**config.mk**
```make
export PLATFORM = sky130hd
export DESIGN_NAME = alarm_controller_flat
export DESIGN_NICKNAME = d
export VERILOG_FILES = /design/src/rtl/alarm_pkg.sv /design/src/rtl/alarm_controller_if.sv /design/src/rtl/alarm_controller_mod_counter.sv /design/src/rtl/alarm_controller.sv /design/src/flat_wrapper.sv
export SDC_FILE = /design/constraint.sdc
export NUM_CORES = 1
export LEC_CHECK = 0
export ABC_CLOCK_PERIOD_IN_PS = 6200
export CORE_MARGIN = 5
export CORE_UTILIZATION = 30
export CTS_BUF_LIST = sky130_fd_sc_hd__clkbuf_16
export DETAILED_ROUTE_END_ITERATION = 10
export GPL_TIMING_DRIVEN = 0
export PLACE_DENSITY = 0.48
export RECOVER_POWER = 100
export REMOVE_ABC_BUFFERS = 1
export SLEW_MARGIN = 0
export SYNTH_ARGS = -nofsm -noshare
export SYNTH_HDL_FRONTEND = slang
export SYNTH_SLANG_ARGS = --single-unit
```
**constraint.sdc**
```tcl
create_clock -name clk_in -period 6.2 [get_ports clk_in]
set_clock_uncertainty 0.1 [all_clocks]
set_input_delay 0.93 -clock clk_in [delete_from_list [all_inputs] [get_ports clk_in]]
set_output_delay 0.93 -clock clk_in [all_outputs]
set_load 0.01 [all_outputs]
```
**src/rtl/alarm_pkg.sv**
```systemverilog
// Shared types and constants for the alarm clock controller.
//   mode_t         user-facing mode encoding (driven on the mode output)
//   *_MAX / *_W    field limits and widths for hh:mm:ss
//   next_mode()    mode advance order used by btn_mode
package alarm_pkg;

  typedef enum logic [2:0] {
    RUN         = 3'd0,
    SET_TIME_H  = 3'd1,
    SET_TIME_M  = 3'd2,
    SET_ALARM_H = 3'd3,
    SET_ALARM_M = 3'd4
  } mode_t;

  localparam int unsigned SEC_MAX  = 59;
  localparam int unsigned MIN_MAX  = 59;
  localparam int unsigned HOUR_MAX = 23;

  localparam int unsigned SEC_W  = 6;
  localparam int unsigned MIN_W  = 6;
  localparam int unsigned HOUR_W = 5;

  // RUN -> SET_TIME_H -> SET_TIME_M -> SET_ALARM_H -> SET_ALARM_M -> RUN
  function automatic mode_t next_mode(input mode_t m);
    mode_t n;
    case (m)
      RUN:         n = SET_TIME_H;
      SET_TIME_H:  n = SET_TIME_M;
      SET_TIME_M:  n = SET_ALARM_H;
      SET_ALARM_H: n = SET_ALARM_M;
      default:     n = RUN;
    endcase
    return n;
  endfunction

endpackage

```
**src/rtl/alarm_controller_if.sv**
```systemverilog
// Bundle between the prescaler/debouncers, the controller and the display/buzzer drivers.
//   tick_in, btn_mode, btn_inc, btn_stop  one-cycle strobes into the controller
//   alarm_en                              level enable for alarm/ring/snooze
//   hours, minutes, seconds               time of day
//   alarm_hours, alarm_minutes            alarm setpoint
//   mode, ringing, snoozing               status toward the drivers
// slave: the controller side. master: the side that drives strobes and reads status.
interface alarm_controller_if;
  import alarm_pkg::*;

  logic              tick_in;
  logic              btn_mode;
  logic              btn_inc;
  logic              btn_stop;
  logic              alarm_en;
  logic [HOUR_W-1:0] hours;
  logic [MIN_W-1:0]  minutes;
  logic [SEC_W-1:0]  seconds;
  logic [HOUR_W-1:0] alarm_hours;
  logic [MIN_W-1:0]  alarm_minutes;
  mode_t             mode;
  logic              ringing;
  logic              snoozing;

  modport slave (
    input  tick_in, btn_mode, btn_inc, btn_stop, alarm_en,
    output hours, minutes, seconds, alarm_hours, alarm_minutes, mode, ringing, snoozing
  );

  modport master (
    output tick_in, btn_mode, btn_inc, btn_stop, alarm_en,
    input  hours, minutes, seconds, alarm_hours, alarm_minutes, mode, ringing, snoozing
  );

endinterface

```
**src/rtl/alarm_controller_mod_counter.sv**
```systemverilog
// Enable-gated modulo counter: counts 0..MAX and wraps to 0.
//   clk_in, reset_n  clock, async active-low reset
//   en, inc          count advances when both are high
//   clear            synchronous clear, wins over counting
//   count            registered count value
//   wrap_c           combinational strobe: this edge wraps MAX -> 0
module mod_counter #(
  parameter int unsigned WIDTH = 6,
  parameter int unsigned MAX   = 59
) (
  input  logic             clk_in,
  input  logic             reset_n,
  input  logic             en,
  input  logic             inc,
  input  logic             clear,
  output logic [WIDTH-1:0] count,
  output logic             wrap_c
);

  logic at_max_c;

  assign at_max_c = (count == WIDTH'(MAX));
  assign wrap_c   = en & inc & at_max_c & ~clear;

  // Count register
  always_ff @(posedge clk_in or negedge reset_n) begin
    if (!reset_n) begin
      count <= '0;
    end else if (clear) begin
      count <= '0;
    end else if (en && inc) begin
      count <= at_max_c ? '0 : count + WIDTH'(1);
    end
  end

endmodule

```
**src/rtl/alarm_controller.sv**
```systemverilog
// Alarm clock core: time of day, alarm setpoint, mode FSM, ring and snooze timing.
//   clk_in    system clock
//   reset_n   async active-low reset
//   bus       alarm_controller_if.slave: strobes/enable in, time/alarm/status out
// Parameters: RING_SECONDS ticks of ringing before auto-stop,
//             SNOOZE_MINUTES snooze length (SNOOZE_MINUTES*60 ticks).
module alarm_controller
  import alarm_pkg::*;
#(
  parameter int unsigned RING_SECONDS   = 60,
  parameter int unsigned SNOOZE_MINUTES = 5
) (
  input logic               clk_in,
  input logic               reset_n,
  alarm_controller_if.slave bus
);

  localparam int unsigned SNOOZE_TICKS = SNOOZE_MINUTES * 60;
  localparam int unsigned RING_W       = $clog2(RING_SECONDS + 1);
  localparam int unsigned SNZ_W        = $clog2(SNOOZE_TICKS + 1);

  mode_t             mode_q, mode_d;
  logic [SEC_W-1:0]  sec_q;
  logic [MIN_W-1:0]  min_q;
  logic [HOUR_W-1:0] hr_q;
  logic [HOUR_W-1:0] al_h_q;
  logic [MIN_W-1:0]  al_m_q;

  logic              enter_set_c;
  logic              time_runs_c;
  logic              tick_adv_c;
  logic              inc_eff_c;
  logic              sec_wrap_c, min_wrap_c, hr_wrap_c, ah_wrap_c, am_wrap_c;
  logic              unused_wraps_c;
  logic [MIN_W-1:0]  min_next_c;
  logic [HOUR_W-1:0] hr_next_c;
  logic              trigger_c;

  logic              ringing_q, ringing_d;
  logic              snoozing_q, snoozing_d;
  logic [RING_W-1:0] ring_cnt_q, ring_cnt_d;
  logic [SNZ_W-1:0]  snz_cnt_q, snz_cnt_d;

  // Mode state register
  always_ff @(posedge clk_in or negedge reset_n) begin
    if (!reset_n) begin
      mode_q <= RUN;
    end else begin
      mode_q <= mode_d;
    end
  end

  // Mode next-state
  always_comb begin
    mode_d = mode_q;
    if (bus.btn_mode) begin
      mode_d = next_mode(mode_q);
    end
  end

  // Entering SET_TIME_H freezes time on that very edge, so the tick is not applied.
  assign enter_set_c = bus.btn_mode && (mode_q == RUN);
  assign time_runs_c = (mode_q == RUN) || (mode_q == SET_ALARM_H) || (mode_q == SET_ALARM_M);
  assign tick_adv_c  = bus.tick_in && time_runs_c && !enter_set_c;
  // A simultaneous mode press swallows the increment.
  assign inc_eff_c   = bus.btn_inc && !bus.btn_mode;

  mod_counter #(.WIDTH(SEC_W), .MAX(SEC_MAX)) u_sec (
    .clk_in  (clk_in),
    .reset_n (reset_n),
    .en      (tick_adv_c),
    .inc     (1'b1),
    .clear   (enter_set_c),
    .count   (sec_q),
    .wrap_c  (sec_wrap_c)
  );

  // Minutes and hours take either the carry chain or a set-mode increment; never both.
  mod_counter #(.WIDTH(MIN_W), .MAX(MIN_MAX)) u_min (
    .clk_in  (clk_in),
    .reset_n (reset_n),
    .en      (1'b1),
    .inc     (sec_wrap_c || (inc_eff_c && (mode_q == SET_TIME_M))),
    .clear   (1'b0),
    .count   (min_q),
    .wrap_c  (min_wrap_c)
  );

  mod_counter #(.WIDTH(HOUR_W), .MAX(HOUR_MAX)) u_hr (
    .clk_in  (clk_in),
    .reset_n (reset_n),
    .en      (1'b1),
    .inc     ((min_wrap_c && sec_wrap_c) || (inc_eff_c && (mode_q == SET_TIME_H))),
    .clear   (1'b0),
    .count   (hr_q),
    .wrap_c  (hr_wrap_c)
  );

  mod_counter #(.WIDTH(HOUR_W), .MAX(HOUR_MAX)) u_al_h (
    .clk_in  (clk_in),
    .reset_n (reset_n),
    .en      (1'b1),
    .inc     (inc_eff_c && (mode_q == SET_ALARM_H)),
    .clear   (1'b0),
    .count   (al_h_q),
    .wrap_c  (ah_wrap_c)
  );

  mod_counter #(.WIDTH(MIN_W), .MAX(MIN_MAX)) u_al_m (
    .clk_in  (clk_in),
    .reset_n (reset_n),
    .en      (1'b1),
    .inc     (inc_eff_c && (mode_q == SET_ALARM_M)),
    .clear   (1'b0),
    .count   (al_m_q),
    .wrap_c  (am_wrap_c)
  );

  assign unused_wraps_c = hr_wrap_c ^ ah_wrap_c ^ am_wrap_c;

  // Time after this tick; a match with the current setpoint at :00 fires the alarm.
  always_comb begin
    min_next_c = (min_q == MIN_W'(MIN_MAX)) ? '0 : min_q + MIN_W'(1);
    hr_next_c  = hr_q;
    if (min_q == MIN_W'(MIN_MAX)) begin
      hr_next_c = (hr_q == HOUR_W'(HOUR_MAX)) ? '0 : hr_q + HOUR_W'(1);
    end
  end

  assign trigger_c = sec_wrap_c && bus.alarm_en &&
                     (min_next_c == al_m_q) && (hr_next_c == al_h_q);

  // Ring/snooze registers
  always_ff @(posedge clk_in or negedge reset_n) begin
    if (!reset_n) begin
      ringing_q  <= 1'b0;
      snoozing_q <= 1'b0;
      ring_cnt_q <= '0;
      snz_cnt_q  <= '0;
    end else begin
      ringing_q  <= ringing_d;
      snoozing_q <= snoozing_d;
      ring_cnt_q <= ring_cnt_d;
      snz_cnt_q  <= snz_cnt_d;
    end
  end

  // Ring/snooze next-state; priority: disable/time-set entry, trigger, stop, timers.
  always_comb begin
    ringing_d  = ringing_q;
    snoozing_d = snoozing_q;
    ring_cnt_d = ring_cnt_q;
    snz_cnt_d  = snz_cnt_q;
    if (!bus.alarm_en || enter_set_c) begin
      ringing_d  = 1'b0;
      snoozing_d = 1'b0;
      ring_cnt_d = '0;
      snz_cnt_d  = '0;
    end else if (trigger_c) begin
      ringing_d  = 1'b1;
      snoozing_d = 1'b0;
      ring_cnt_d = '0;
      snz_cnt_d  = '0;
    end else if (bus.btn_stop && ringing_q) begin
      ringing_d  = 1'b0;
      snoozing_d = 1'b1;
      snz_cnt_d  = '0;
    end else if (bus.btn_stop && snoozing_q) begin
      snoozing_d = 1'b0;
    end else if (bus.tick_in) begin
      if (ringing_q) begin
        if (ring_cnt_q == RING_W'(RING_SECONDS - 1)) begin
          ringing_d = 1'b0;
        end else begin
          ring_cnt_d = ring_cnt_q + RING_W'(1);
        end
      end
      if (snoozing_q) begin
        if (snz_cnt_q == SNZ_W'(SNOOZE_TICKS - 1)) begin
          snoozing_d = 1'b0;
          ringing_d  = 1'b1;
          ring_cnt_d = '0;
        end else begin
          snz_cnt_d = snz_cnt_q + SNZ_W'(1);
        end
      end
    end
  end

  assign bus.hours         = hr_q;
  assign bus.minutes       = min_q;
  assign bus.seconds       = sec_q;
  assign bus.alarm_hours   = al_h_q;
  assign bus.alarm_minutes = al_m_q;
  assign bus.mode          = mode_q;
  assign bus.ringing       = ringing_q;
  assign bus.snoozing      = snoozing_q;

endmodule

```
**src/flat_wrapper.sv**
```systemverilog
// flat-port wrapper written by rule: the top's interface ports become plain ports
module alarm_controller_flat import alarm_pkg::*;
#(
  parameter int unsigned RING_SECONDS   = 60,
  parameter int unsigned SNOOZE_MINUTES = 5
)
  (clk_in, reset_n, bus_tick_in, bus_btn_mode, bus_btn_inc, bus_btn_stop, bus_alarm_en, bus_hours, bus_minutes, bus_seconds, bus_alarm_hours, bus_alarm_minutes, bus_mode, bus_ringing, bus_snoozing);
  alarm_controller_if bus_i ();
  input logic clk_in;
  input logic reset_n;
  input wire logic [$bits(bus_i.tick_in)-1:0] bus_tick_in;
  input wire logic [$bits(bus_i.btn_mode)-1:0] bus_btn_mode;
  input wire logic [$bits(bus_i.btn_inc)-1:0] bus_btn_inc;
  input wire logic [$bits(bus_i.btn_stop)-1:0] bus_btn_stop;
  input wire logic [$bits(bus_i.alarm_en)-1:0] bus_alarm_en;
  output wire logic [$bits(bus_i.hours)-1:0] bus_hours;
  output wire logic [$bits(bus_i.minutes)-1:0] bus_minutes;
  output wire logic [$bits(bus_i.seconds)-1:0] bus_seconds;
  output wire logic [$bits(bus_i.alarm_hours)-1:0] bus_alarm_hours;
  output wire logic [$bits(bus_i.alarm_minutes)-1:0] bus_alarm_minutes;
  output wire logic [$bits(bus_i.mode)-1:0] bus_mode;
  output wire logic [$bits(bus_i.ringing)-1:0] bus_ringing;
  output wire logic [$bits(bus_i.snoozing)-1:0] bus_snoozing;
  assign bus_i.tick_in = bus_tick_in;
  assign bus_i.btn_mode = bus_btn_mode;
  assign bus_i.btn_inc = bus_btn_inc;
  assign bus_i.btn_stop = bus_btn_stop;
  assign bus_i.alarm_en = bus_alarm_en;
  assign bus_hours = bus_i.hours;
  assign bus_minutes = bus_i.minutes;
  assign bus_seconds = bus_i.seconds;
  assign bus_alarm_hours = bus_i.alarm_hours;
  assign bus_alarm_minutes = bus_i.alarm_minutes;
  assign bus_mode = bus_i.mode;
  assign bus_ringing = bus_i.ringing;
  assign bus_snoozing = bus_i.snoozing;
  alarm_controller #(.RING_SECONDS(RING_SECONDS), .SNOOZE_MINUTES(SNOOZE_MINUTES)) u_core (.clk_in(clk_in), .reset_n(reset_n), .bus(bus_i));
endmodule
```
## Yosys cells after proc, flatten, opt, wreduce, memory -nomap -nowiden

Cells that the tools add are included.

| cells by class | value |
|---|---|
| bitwise operators | 4 |
| add/sub/neg operators | 7 |
| equal/unequal tests | 17 |
| mux-type cells | 41 |
| reductions and logical operators | 31 |

Operator list:

| kind | number |
|---|---|
| 2-to-1 mux 6 bit | 14 |
| 2-to-1 mux 9 bit | 7 |
| adder 6 x 1 -> 6 bit, second input constant | 4 |
| equality test 6 bit, second input constant | 4 |
| 2-to-1 mux 1 bit | 16 |
| 2-to-1 mux 5 bit | 3 |
| logical AND 1 bit | 14 |
| case mux 3 bit (4 select lines) | 1 |
| adder 5 x 1 -> 5 bit, second input constant | 2 |
| equality test 5 bit, second input constant | 2 |
| adder 9 x 1 -> 9 bit, second input constant | 1 |
| equality test 9 bit, second input constant | 1 |
| inequality test 4 x 1 -> 1 bit, second input constant | 2 |
| nonzero test 4 bit | 2 |
| equality test 3 x 2 -> 1 bit, second input constant | 2 |
| equality test 6 bit | 1 |
| inequality test 3 x 1 -> 1 bit, second input constant | 2 |
| equality test 5 bit | 1 |
| logical OR 1 bit | 5 |
| nonzero test 5 bit | 1 |
| AND reduction 4 bit | 1 |
| AND 1 bit | 3 |
| equality test 3 x 1 -> 1 bit, second input constant | 1 |
| equality test 3 bit, second input constant | 1 |
| 7 further kinds | 9 |

| storage, ports and cells | value |
|---|---|
| register bits | 48 |
| input bits | 7 |
| output and inout port bits | 33 |
| logic and storage cells | 110 |

## Longest topological paths before layout

| depth | value |
|---|---|
| depth in word-level cells | 12 |
| mapped depth | 9 |
| depth with buffers taken out | 7 |

## Modules after synthesis

A second synthesis with hierarchy kept.

| unflattened totals | value |
|---|---|
| cells, all modules | 380 |
| area, all modules | 3337.0 sq um |

Modules (own cells, without submodules):

| module | instances | sequential area each (sq um) | area an instance (sq um) | cells an instance |
|---|---|---|---|---|
| alarm_controller | 1 | 500.5 | 1816.7 | 218 |
| mod_counter at u_core.u_al_m ... | 2 | 150.1 | 341.6 | 37 |
| mod_counter at u_core.u_al_h ... | 2 | 125.1 | 250.2 | 25 |
| mod_counter at u_core.u_sec | 1 | 150.1 | 336.6 | 38 |

## Worst setup path after synthesis

OpenSTA, ideal clock, no wires.

| timing path | value |
|---|---|
| path kind | register to register |
| start | register u_core.u_min.count[0] |
| end | register u_core.ring_cnt_q[3] |
| path slack | 3.788 ns |
| period minus slack after synthesis | 2.412 ns |
| cell stages (with the launch flop) | 10 |
| data required time | 5.978 ns |
| buffers on the path | 2 |
| data arrival time | 2.190 ns |
| library setup time | 0.122 ns |
| cell sequence | dfrtp_1 -> ha_1 -> and2b_2 -> a21boi_0 -> or3_1 -> a2111oi_0 -> and4_1 -> buf_6 -> buf_12 -> nor3_2 |

| between the ends | value |
|---|---|
| longest elaborated chain between the ends | 7 |
| elaborated cells on any way between the ends | 14 |
| classes of those cells | add/sub: 1; eq/ne: 5; mux: 4; reduce/logical: 4 |

Ends and longest elaborated chain:

| item | RTL line | RTL |
|---|---|---|
| from (decl) | alarm_controller_mod_counter.sv:16 | `output logic [WIDTH-1:0] count,` |
| from (signal assigned) | alarm_controller_mod_counter.sv:32 | `count <= at_max_c ? '0 : count + WIDTH'(1);` |
| adder 6 x 1 -> 6 bit / equality test 6 bit (equally long branches) | alarm_controller.sv:123, alarm_controller.sv:125 |  |
| 2-to-1 mux 6 bit | alarm_controller.sv:123 | `min_next_c = (min_q == MIN_W'(MIN_MAX)) ? '0 : min_q + MIN_W'(1);` |
| equality test 6 bit | alarm_controller.sv:131 | `(min_next_c == al_m_q) && (hr_next_c == al_h_q);` |
| logical AND 1 bit | alarm_controller.sv:130 | `assign trigger_c = sec_wrap_c && bus.alarm_en &&` |
| logical AND 1 bit (*) | alarm_controller.sv:131 |  |
| inequality test 3 x 1 -> 1 bit (no line) (tied with other cells) | -- |  |
| AND reduction 3 bit (no line) / 2-to-1 mux 6 bit (equally long branches) | -- |  |
| to (signal assigned) | alarm_controller.sv:143 | `ring_cnt_q <= ring_cnt_d;` |
| to (decl) | alarm_controller.sv:41 | `logic [RING_W-1:0] ring_cnt_q, ring_cnt_d;` |

Every way passes the cells marked *; elsewhere a longest branch is shown, timed or not.
A chain may end at the register's enable or synchronous reset.

## Worst setup path after layout

| timing path | value |
|---|---|
| start | input port bus_btn_mode |
| end | register u_core.ringing_q (netlist: u_core.bus.ringing) |

| between the ends | value |
|---|---|
| longest elaborated chain between the ends | 10 |
| elaborated cells on any way between the ends | 15 |
| classes of those cells | eq/ne: 1; mux: 2; bitwise: 3; reduce/logical: 9 |

Ends and longest elaborated chain:

| item | RTL line | RTL |
|---|---|---|
| from (decl) | flat_wrapper.sv:12 | `input wire logic [$bits(bus_i.btn_mode)-1:0] bus_btn_mode;` |
| logical AND 1 bit (*) | alarm_controller.sv:62 | `assign enter_set_c = bus.btn_mode && (mode_q == RUN);` |
| logical NOT 1 bit | alarm_controller.sv:64 | `assign tick_adv_c = bus.tick_in && time_runs_c && !enter_set_c;` |
| logical AND 1 bit | alarm_controller.sv:64 |  |
| AND 1 bit (2 in a row) | alarm_controller_mod_counter.sv:23 | `assign wrap_c = en & inc & at_max_c & ~clear;` |
| logical AND 1 bit (2 in a row) | alarm_controller.sv:130 |  |
| logical AND 1 bit | alarm_controller.sv:131 |  |
| inequality test 4 x 1 -> 1 bit (no line) (tied with other cells) | -- |  |
| AND reduction 2 bit (no line) / 2-to-1 mux 1 bit (equally long branches) | -- |  |
| to (signal assigned) | alarm_controller.sv:141 | `ringing_q <= ringing_d;` |
| to (decl) | alarm_controller.sv:39 | `logic ringing_q, ringing_d;` |

Marked as above.

==> impl_results.md <==
* CORE AREA at 9640 µm²
* Fraction of layout cells with a size suffix above 1 at 5.54%
* Critical path peak fanout at 10
* Fin crit share at 52.5%
* Final slew viol count at 0
* Total gr overflow at 0
* Total GRT Usage at 12.4%
* Hold WS at 0.470 ns
* Max cap viols at 0
* ANT nets after route at 0
* Worst Setup Start Kind: input pin
* Status: finished, final reports clean
* PD cells at 313 nW/µm²
* Worst EP arrival at 3.33 ns
* Initial core utilization at 30.3%
* Ys Warns at 0
* # nets final at 374
* Met2 wire len at 3360 µm
* Rows at 36
* Ys flop type: dfrtp_1
* Avg WL per Cell at 14.1 µm
* Vias at 2461
* Post-route setup TNS at 0 ns
* Final Wtd Congestion at 0.820
* First-pass GRT wire length at 11800 µm
* IO Count at 40
* Leak at 0.00155 µW
* Final setup violation count at 0
* Clock Latency Late Sink at 0.29 ns
* Die Wd at 109 µm
* Post-Synthesis Cells at 322
* Top layer in use: met4
* CTS resizes at 0
* Drt initial violations at 78
* Worst path slowest cell: dlygate4sd3_1
* Mean Syn Cell Area at 9.06 µm²
* CTS Buffer Depth at 2
* Kind of critical path: input pin to register
* Synthesis-to-finish area growth at 20.8%
* Total clock sinks at 48
* Root Driver: clkbuf_16
* Met3 Routed Length at 236 µm
* Die height at 109 µm
* Fraction of registers with async set/reset at 100%
* Unrepaired setup endpoints after global routing: false
* Largest net degree at the start of global routing at 26
* Min-delay worst type: register to register
* Highest clock rate at 0.307 GHz
* CP peak stage delay at 0.68 ns
* Clk pin slew, worst setup/hold paths at 0.07 ns
* Number of synthesized flops with an enable pin at 0
* Critical Path RT at 6.28 ns
* Cell mode on critical path: nand2b_1
* Final WS setup at 2.95 ns
* Synth Cell Area at 2920 µm²
* CTS Buf Count at 5
* WL final at 6960 µm
* Wire length on met1 at 3330 µm
* Vias per cell at 4.98
* Crit path time final at 3.25 ns
* Max_slew headroom at 8.44%
* Antenna diodes at 0
* Final hold violation count at 0
* CTS tree: done
* Cell taking the most area after synthesis: dfrtp_1
* Port Buffer Count at 39
* Worst-margin pin slew at 1.37 ns
* Number of global-route vias before repair at 2381
* Most frequent cells in the layout: dfrtp_1, nand2_1, dlygate4sd3_1
* Initial antenna violation count at 0
* Setup Fix Bufs, Post-CTS at 0
* Sequential area share after synthesis at 41.2%
* Drt first pass iters at 4
* DP Wirelength at 5140 µm
* Crit path capture type: register
* CP Cell Sequence: dlygate4sd3_1 -> nand2b_1 -> nor3_1 -> nand2b_1 -> a21oi_1 -> a21o_2
* Post-synth top area share at 41.2%
* CTS H-tree depth at 2
* Most common cell after layout, fill and taps aside: dfrtp_1
* Max VDD drop at 133 µV
* Die area at 11800 µm²
* Drt drc at 0
* Total power at 1100 µW
* Post-DP Area at 3400 µm²
* Post-synthesis register bit count at 48
* Distinct cells, synth at 54
* Post-place setup slack at 2.56 ns
* Final design area excluding fillers at 3520 µm²
* Top cells by area, synth: dfrtp_1, nand2_1, xnor2_1
* # hold bufs at CTS at 0
[layout make-up]
| cell class | instances | area (µm²) |
|---|---|---|
| sequential | 48 | 1200 |
| timing repair buffer | 41 | 392 |
| clock inverter | 3 | 13.8 |
| clock buffer | 5 | 125 |
| tap | 133 | 166 |
| inverter | 5 | 18.8 |
| multi-input combinational | 259 | 1610 |
| fill | 1040 | 6120 |
[registers in the layout, summed over array words and instances (netlist names)]
register and count:
u_core.u_hr.count 5, u_core.u_al_h.count 5, u_core.u_min.count 6, u_core.u_sec.count 6, u_core.ring_cnt_q 6, u_core.snz_cnt_q 9, u_core.bus.ringing 1, u_core.u_al_m.count 6
u_core.bus.mode 3, u_core.bus.snoozing 1
[layer usage]
layer	global-route usage, %	vias up
met5	0	-
met4	2.43	0
met3	2.87	4
met2	21.1	40
met1	16.3	1167
li1	-	1250
[critical path, delay by kind of cell]
family                 cells  cell delay [ns]
AOI/OAI and AO/OA          2             0.53
and+or+nand+nor            3             1.18
buffers and inverters      1             0.68
[cells by family (layout without fill, tap and decap cells)]
family	count (synthesis)	after routing	share of synthesized area, %
fa+ha+maj	7	7	3.00
flops	48	48	41.2
compound gates	67	67	14.7
xor+xnor	23	23	6.91
simple gates	150	150	26.1
mux	12	12	4.38
buf+inv	15	54	3.73
[Yosys cell counts, drive strengths merged (4+ instances only)]
cell	instances
nor2	29
nor3	10
mux2i	6
clkbuf	6
nor4	6
xnor2	17
inv	5
mux2	6
dfrtp	48
buf	4
a21o	6
o21ai	17
ha	7
xor2	6
a21oi	19
and3	8
nand2	47
nand2b	5
nand3	15
nand4	10
[per-stage QoR]
stage	std cells	utilization, %
floorplan	312	-
global placement	484	35.1
detailed placement	485	35.3
CTS	493	36.7
global route	494	36.6
finish	494	36.6
[power breakdown]
part | total, µW | internal (µW) | switching (µW)
registers | 467 | 367 | 99.6
logic | 371 | 191 | 180
clock network | 266 | 147 | 119
total | 1100 | 705 | 399
[final timing paths]
kind | startpoint | to | slack, ns | cells past startpoint
setup / recovery | bus_btn_mode | u_core.bus.ringing$_DFFE_PN0P_ | 2.95 | 6
hold / removal | u_core.u_sec.count[1]$_DFFE_PN0P_ | u_core.u_sec.count[1]$_DFFE_PN0P_ | 0.47 | 2
setup reg to reg | u_core.u_min.count[0]$_DFFE_PN0P_ | u_core.ring_cnt_q[2]$_DFFE_PN0P_ | 3.26 | 7
hold reg to reg | u_core.u_sec.count[1]$_DFFE_PN0P_ | u_core.u_sec.count[1]$_DFFE_PN0P_ | 0.47 | 2
max in group asynchronous | reset_n | u_core.u_hr.count[1]$_DFFE_PN0P_ | 3.28 | 2
min in group asynchronous | reset_n | u_core.ring_cnt_q[4]$_DFFE_PN0P_ | 0.84 | 1
No activity file was read; power rests on OpenSTA's default activity.
